File: src/rtl/axi_pkg.sv
// Shared AXI constants for the instruction-fetch master and its line buffer.
package axi_pkg;

  localparam int AXI_ADDR_W = 32;
  localparam int AXI_DATA_W = 32;
  localparam int AXI_ID_W   = 4;
  localparam int AXI_LEN_W  = 4;
  localparam int TAG_W      = AXI_ADDR_W - 4;

  localparam logic [1:0] RESP_OKAY   = 2'b00;
  localparam logic [1:0] RESP_EXOKAY = 2'b01;
  localparam logic [1:0] RESP_SLVERR = 2'b10;
  localparam logic [1:0] RESP_DECERR = 2'b11;

  localparam logic [1:0] BURST_INCR  = 2'b01;
  localparam logic [2:0] SIZE_WORD   = 3'b010;
  localparam logic [AXI_LEN_W-1:0] LINE_LEN = 4'd3;

  // Tag of the 16-byte line containing a byte address.
  function automatic logic [TAG_W-1:0] line_tag(input logic [AXI_ADDR_W-1:0] addr);
    return addr[AXI_ADDR_W-1:4];
  endfunction

endpackage

File: src/rtl/fetch_line_buf.sv
// One-line instruction buffer: four words, a line tag and a valid bit.
module fetch_line_buf
  import axi_pkg::*;
(
  input  logic                  clk,
  input  logic                  rst,
  input  logic                  wr_en_i,
  input  logic [1:0]            wr_idx_i,
  input  logic [AXI_DATA_W-1:0] wr_data_i,
  input  logic                  install_i,
  input  logic [TAG_W-1:0]      install_tag_i,
  input  logic                  install_valid_i,
  input  logic                  inval_i,
  input  logic [1:0]            rd_idx_i,
  output logic [AXI_DATA_W-1:0] rd_data_o,
  output logic [TAG_W-1:0]      tag_o,
  output logic                  valid_o
);

  logic [AXI_DATA_W-1:0] words_q [4];
  logic [TAG_W-1:0]      tag_q;
  logic                  valid_q;

  // Word storage, written one beat at a time during a fill.
  always_ff @(posedge clk) begin
    if (rst) begin
      for (int i = 0; i < 4; i++) words_q[i] <= '0;
    end else if (wr_en_i) begin
      words_q[wr_idx_i] <= wr_data_i;
    end
  end

  // Tag/valid: install at the end of a fill wins over invalidation.
  always_ff @(posedge clk) begin
    if (rst) begin
      tag_q   <= '0;
      valid_q <= 1'b0;
    end else if (install_i) begin
      tag_q   <= install_tag_i;
      valid_q <= install_valid_i;
    end else if (inval_i) begin
      valid_q <= 1'b0;
    end
  end

  assign rd_data_o = words_q[rd_idx_i];
  assign tag_o     = tag_q;
  assign valid_o   = valid_q;

endmodule

File: src/rtl/fetch_axi_master.sv
// Instruction-fetch front end: serves hits from a one-line buffer and fills
// misses with a 4-beat INCR read burst on AXI.
module fetch_axi_master
  import axi_pkg::*;
(
  input  logic                  clk,
  input  logic                  rst,
  input  logic                  fetch_req,
  input  logic [AXI_ADDR_W-1:0] fetch_addr,
  input  logic                  flush,
  output logic                  fetch_ack,
  output logic [AXI_DATA_W-1:0] fetch_data,
  output logic                  fetch_err,
  output logic [AXI_ID_W-1:0]   ARID,
  output logic [AXI_ADDR_W-1:0] ARADDR,
  output logic [AXI_LEN_W-1:0]  ARLEN,
  output logic [2:0]            ARSIZE,
  output logic [1:0]            ARBURST,
  output logic                  ARVALID,
  input  logic                  ARREADY,
  input  logic [AXI_ID_W-1:0]   RID,
  input  logic [AXI_DATA_W-1:0] RDATA,
  input  logic [1:0]            RRESP,
  input  logic                  RLAST,
  input  logic                  RVALID,
  output logic                  RREADY
);

  localparam logic [1:0] S_IDLE = 2'd0;
  localparam logic [1:0] S_ADDR = 2'd1;
  localparam logic [1:0] S_DATA = 2'd2;
  localparam logic [1:0] S_RESP = 2'd3;

  logic [1:0]            state_q, state_d;
  logic [AXI_ADDR_W-1:0] req_addr_q, req_addr_d;
  logic [1:0]            cnt_q, cnt_d;
  logic                  full_q, full_d;      // fourth beat already taken
  logic                  err_q, err_d;
  logic                  flush_seen_q, flush_seen_d;

  logic                  lb_valid;
  logic [TAG_W-1:0]      lb_tag;
  logic [AXI_DATA_W-1:0] lb_rd_data;
  logic                  hit, beat, last_slot, beat_bad;
  logic                  unused_bits;

  assign hit       = lb_valid && (lb_tag == line_tag(fetch_addr)) && !flush;
  assign beat      = (state_q == S_DATA) && RVALID;
  // The beat now on the bus is the fourth one of the burst.
  assign last_slot = (cnt_q == 2'd3) && !full_q;
  assign beat_bad  = (RRESP != RESP_OKAY) || (RID != '0) ||
                     (RLAST && !last_slot && !full_q) || (last_slot && !RLAST);

  // Next-state and fill bookkeeping.
  always_comb begin
    state_d      = state_q;
    req_addr_d   = req_addr_q;
    cnt_d        = cnt_q;
    full_d       = full_q;
    err_d        = err_q;
    flush_seen_d = flush_seen_q;
    case (state_q)
      S_IDLE: begin
        if (fetch_req && !hit) begin
          req_addr_d = fetch_addr;
          cnt_d      = 2'd0;
          full_d     = 1'b0;
          err_d      = 1'b0;
          state_d    = S_ADDR;
        end
      end
      S_ADDR: begin
        if (flush) flush_seen_d = 1'b1;
        if (ARREADY) state_d = S_DATA;
      end
      S_DATA: begin
        if (flush) flush_seen_d = 1'b1;
        if (beat) begin
          if (!full_q) begin
            if (cnt_q != 2'd3) cnt_d = cnt_q + 2'd1;
            else               full_d = 1'b1;
          end
          if (beat_bad) err_d = 1'b1;
          if (RLAST) state_d = S_RESP;
        end
      end
      default: begin
        state_d      = S_IDLE;
        flush_seen_d = 1'b0;
      end
    endcase
  end

  // Control and request registers.
  always_ff @(posedge clk) begin
    if (rst) begin
      state_q      <= S_IDLE;
      req_addr_q   <= '0;
      cnt_q        <= 2'd0;
      full_q       <= 1'b0;
      err_q        <= 1'b0;
      flush_seen_q <= 1'b0;
    end else begin
      state_q      <= state_d;
      req_addr_q   <= req_addr_d;
      cnt_q        <= cnt_d;
      full_q       <= full_d;
      err_q        <= err_d;
      flush_seen_q <= flush_seen_d;
    end
  end

  // The line is dropped when a fill starts so a partial overwrite is never hit.
  fetch_line_buf u_line_buf (
    .clk             (clk),
    .rst             (rst),
    .wr_en_i         (beat && !full_q),
    .wr_idx_i        (cnt_q),
    .wr_data_i       (RDATA),
    .install_i       (state_q == S_RESP),
    .install_tag_i   (line_tag(req_addr_q)),
    .install_valid_i (!err_q && !flush_seen_q && !flush),
    .inval_i         ((state_q == S_IDLE) && (flush || (fetch_req && !hit))),
    .rd_idx_i        ((state_q == S_RESP) ? req_addr_q[3:2] : fetch_addr[3:2]),
    .rd_data_o       (lb_rd_data),
    .tag_o           (lb_tag),
    .valid_o         (lb_valid)
  );

  assign fetch_ack  = ((state_q == S_IDLE) && fetch_req && hit) || (state_q == S_RESP);
  assign fetch_data = fetch_ack ? lb_rd_data : '0;
  assign fetch_err  = (state_q == S_RESP) && err_q;

  assign ARID    = '0;
  assign ARADDR  = {req_addr_q[AXI_ADDR_W-1:4], 4'b0000};
  assign ARLEN   = LINE_LEN;
  assign ARSIZE  = SIZE_WORD;
  assign ARBURST = BURST_INCR;
  assign ARVALID = (state_q == S_ADDR);
  assign RREADY  = (state_q == S_DATA);

  assign unused_bits = ^{fetch_addr[1:0], req_addr_q[1:0]};

endmodule

File: config.mk
export PLATFORM = sky130hd
export DESIGN_NAME = fetch_axi_master
export DESIGN_NICKNAME = d
export VERILOG_FILES = /design/src/rtl/axi_pkg.sv /design/src/rtl/fetch_line_buf.sv /design/src/rtl/fetch_axi_master.sv
export SDC_FILE = /design/constraint.sdc
export NUM_CORES = 1
export LEC_CHECK = 0
export ABC_AREA = 1
export BUFFER_PORTS_ARGS = -buffer_cell sky130_fd_sc_hd__clkbuf_2
export CAP_MARGIN = 10
export CORE_MARGIN = 3
export CORE_UTILIZATION = 35
export CTS_CLUSTER_SIZE = 28
export DETAILED_ROUTE_END_ITERATION = 10
export PLACE_DENSITY = 0.61
export SKIP_LAST_GASP = 1
export SLEW_MARGIN = 10
export SYNTH_ARGS = -nofsm -noshare
export SYNTH_HDL_FRONTEND = slang
export SYNTH_SLANG_ARGS = --single-unit
File: constraint.sdc
create_clock -name clk -period 5.55 [get_ports clk]
set_clock_uncertainty 0.1 [all_clocks]
set_input_delay 0.2775 -clock clk [delete_from_list [all_inputs] [get_ports clk]]
set_output_delay 0.2775 -clock clk [all_outputs]
set_load 0.02 [all_outputs]
==> results.py <==
metrics = {
    "floorplan": {
        "coreArea_mm2": 0.0253,
        "io_pins": 158,
        "rows": 58,
        "start_util": 0.358,
        "dieArea_mm2": 0.0278,
        "die_w_um": 167,
        "die_h_um": 167,
    },
    "sta": {
        "min_period_over_period": 0.718,
        "relSlewSlack": 0.430,
        "setup_slack_ps": 1570,
        "fin_crit_ps": 3980,
        "tightest_slew_ps": 853,
        "final.setup.tns_ps": 0,
        "max_freq_ghz": 0.251,
        "rsz0062_at_grt": "false",
        "setup_viol": 0,
        "slew_violations": 0,
        "hold_viol_final": 0,
    },
    "global_route": {
        "grt_pass1_vias": 6861,
        "grt_pass1_wl_mm": 35.4,
        "grt-ovfl-total": 0,
        "grtUsageTotal": 0.158,
        "grt_max_degree": 70,
        "antenna_found_initial": 0,
    },
    "cells_and_area": {
        "final_core_util": 0.416,
        "n_antenna_cell": 0,
        "area_delta_synth_final_pct": 16.3,
        "final_nets": 1238,
        "final_area_mm2": 0.0105,
        "layout-drive-gt1-share": 0.172,
        "fillerInstances": 2555,
    },
    "critical_path": {
        "cp-end-kind": "primary output",
        "critPathMostFrequentCell": "buf_4",
        "crit_type": "flip-flop to primary output",
        "max_stage_delay_ps": 630,
        "arrival_ps": 3610,
        "critPathLaunchType": "flip-flop",
        "crit_buf_inv": 4,
        "cp_top_family": "buffers and inverters",
        "path_cells": "ha_1 -> nand2_1 -> o21ai_4 -> buf_4 -> inv_1 -> buf_4 -> nor2_1 -> o21ai_0 -> a21oi_1 -> clkbuf_2",
        "path_max_fanout": 34,
        "slowest_stage": "ha_1",
        "required_ps": 5170,
    },
    "place": {
        "post-place-ws_ps": 1980,
        "dp.final_hpwl_mm": 13.1,
        "portBuffers": 138,
        "gp_congestion": 0.756,
        "dpl-instance-area_mm2": 0.00973,
    },
    "detailed_routing": {
        "drtPass1Iterations": 4,
        "vias": 7026,
        "routed_wl_mm": 22.1,
        "antenna_left": 0,
        "routed_via_density": 4.69,
        "detail_route.wl_per_cell_um": 14.7,
        "drcViolationCount": 0,
        "drt_iter0_markers": 374,
    },
    "clock_tree": {
        "clk_latency_ps": 440,
        "ctsHtreeMaxLevel": 4,
        "numCtsBuffers": 17,
        "cts_tree": "yes",
        "clockRootBuffer": "clkbuf_16",
        "clock-sinks": 194,
        "cts.clk_slew.worst_paths_ps": 80,
        "clockBufferDepth": 2,
    },
    "logic_synthesis": {
        "synth-edff-count": 128,
        "synth.top_cell.area_share": 0.425,
        "ys_warn_count": 0,
        "synthTopCellsByArea": "edfxtp_1 43%, dfxtp_1 15%, nor2_1 12%",
        "yosysTopAreaCell": "edfxtp_1",
        "ys_seq_elements": 194,
        "synth_top_flop_cell": "edfxtp_1",
        "synthCells": 1053,
        "async_flop_share": 0,
        "ys_seq_area_frac": 0.572,
        "syn-mean-instance-area_um2": 8.58,
        "synthTopCellsByCount": "287 x nor2_1, 128 x edfxtp_1, 127 x o21ai_0",
        "syn_area_mm2": 0.00904,
        "yosysMostFrequentCell": "nor2_1",
        "yosysUniqueCellTypes": 30,
    },
    "min_path": {
        "min_path_type": "primary input to flip-flop",
    },
    "pwr": {
        "ir_drop_uv": 229,
        "p_per_area_mw_per_mm2": 382,
        "total_leakage_power_nw": 4.57,
        "finalPower_mw": 4.02,
    },
    "run": {
        "drv_cap": 0,
    },
    "status": {
        "status": "completed",
    },
}
==> final cells by class <==
cell class | instances | area, µm² | area share
Clock buffer | 17 | 425 | 0.0405
Sequential cell | 194 | 5160 | 0.492
Tap cell | 330 | 413 | 0.0393
Multi-Input combinational cell | 670 | 2970 | 0.283
Clock inverter | 15 | 174 | 0.0166
Timing Repair Buffer | 170 | 976 | 0.0929
Inverter | 102 | 383 | 0.0364
==> worst reg2reg max path: stages (launching register included) <==
cell and delay, ps:
dfxtp_1 350, inv_1 110, ha_1 310, inv_1 120, nor3_1 330, nand2_2 80, nor2_1 140, nand2_1 70
buf_4 260, nand2_1 670, buf_4 410
==> cell families (layout without fill, tap and decap cells) <==
group,count (synthesis),after routing,share of synthesized area
compound gates,214,214,0.120
xor+xnor,5,5,0.00485
fa+ha+maj,6,6,0.00831
buf+inv,204,304,0.109
flops,194,194,0.572
other cells,2,17,0.000831
simple gates,428,428,0.186
==> cells in the final DEF, fill, tap and decap left out, types with 3 or more instances in the layout <==
master           n
a21oi_1         77
buf_4           14
clkbuf_16       17
clkbuf_2       138
clkinv_8         4
conb_1          17
dfxtp_1         66
dlygate4sd3_1   18
edfxtp_1       128
ha_1             6
inv_1           91
inv_2           10
inv_6            3
inv_8            4
nand2_1         94
nand2_2          3
nand3_1          5
nor2_1         287
nor3_1          33
o21ai_0        126
o21ai_1          5
xnor2_1          4
==> sequential cells by signal, summed over array words and instances (netlist names) <==
register	count
cnt_q	2
err_q	1
flush_seen_q	1
full_q	1
req_addr_q	30
state_q	2
u_line_buf.tag_o	28
u_line_buf.valid_o	1
u_line_buf.words_q	128
==> per-stage QoR <==
step / hold slack (ps) / std cells
2_1_floorplan: 247 / 1068
3_3_place_gp: 353 / 1448
3_5_place_dp: 357 / 1448
4_1_cts: 0.731 / 1498
5_1_grt: 17.1 / 1498
6_report: 16.7 / 1498
==> per-layer routing <==
metal / vias up / track usage / wire length [µm]
met4: 0 / 0.0412 / 246
met2: 165 / 0.270 / 10700
met1: 3273 / 0.199 / 9810
li1: 3571 / - / -
met5: - / 0 / 0
met3: 17 / 0.0413 / 1280
==> path summary, 6_finish.rpt <==
kind,start,end,slack [ps],depth (start not counted)
worst max-delay path,state_q[0],fetch_data[0],1570,10
worst min-delay path,fetch_addr[16],req_addr_q[16],20,3
worst max register to register,state_q[0],u_line_buf.words_q[1][27],2260,10
worst min register to register,u_line_buf.tag_o[0],u_line_buf.tag_o[0],370,2
==> timing repair <==
item                      4_1_cts  5_1_grt
hold buffers                   18        0
setup buffers                   0        0
hold endpoints to repair       18        0
resized for setup               0        0
==> report_power, final <==
part,internal [mW],switching [mW],total [mW]
Clock,0.612,0.629,1.24
Combinational,0.282,0.667,0.949
Sequential,1.73,0.0957,1.83
(Power assumes the default switching activity.)
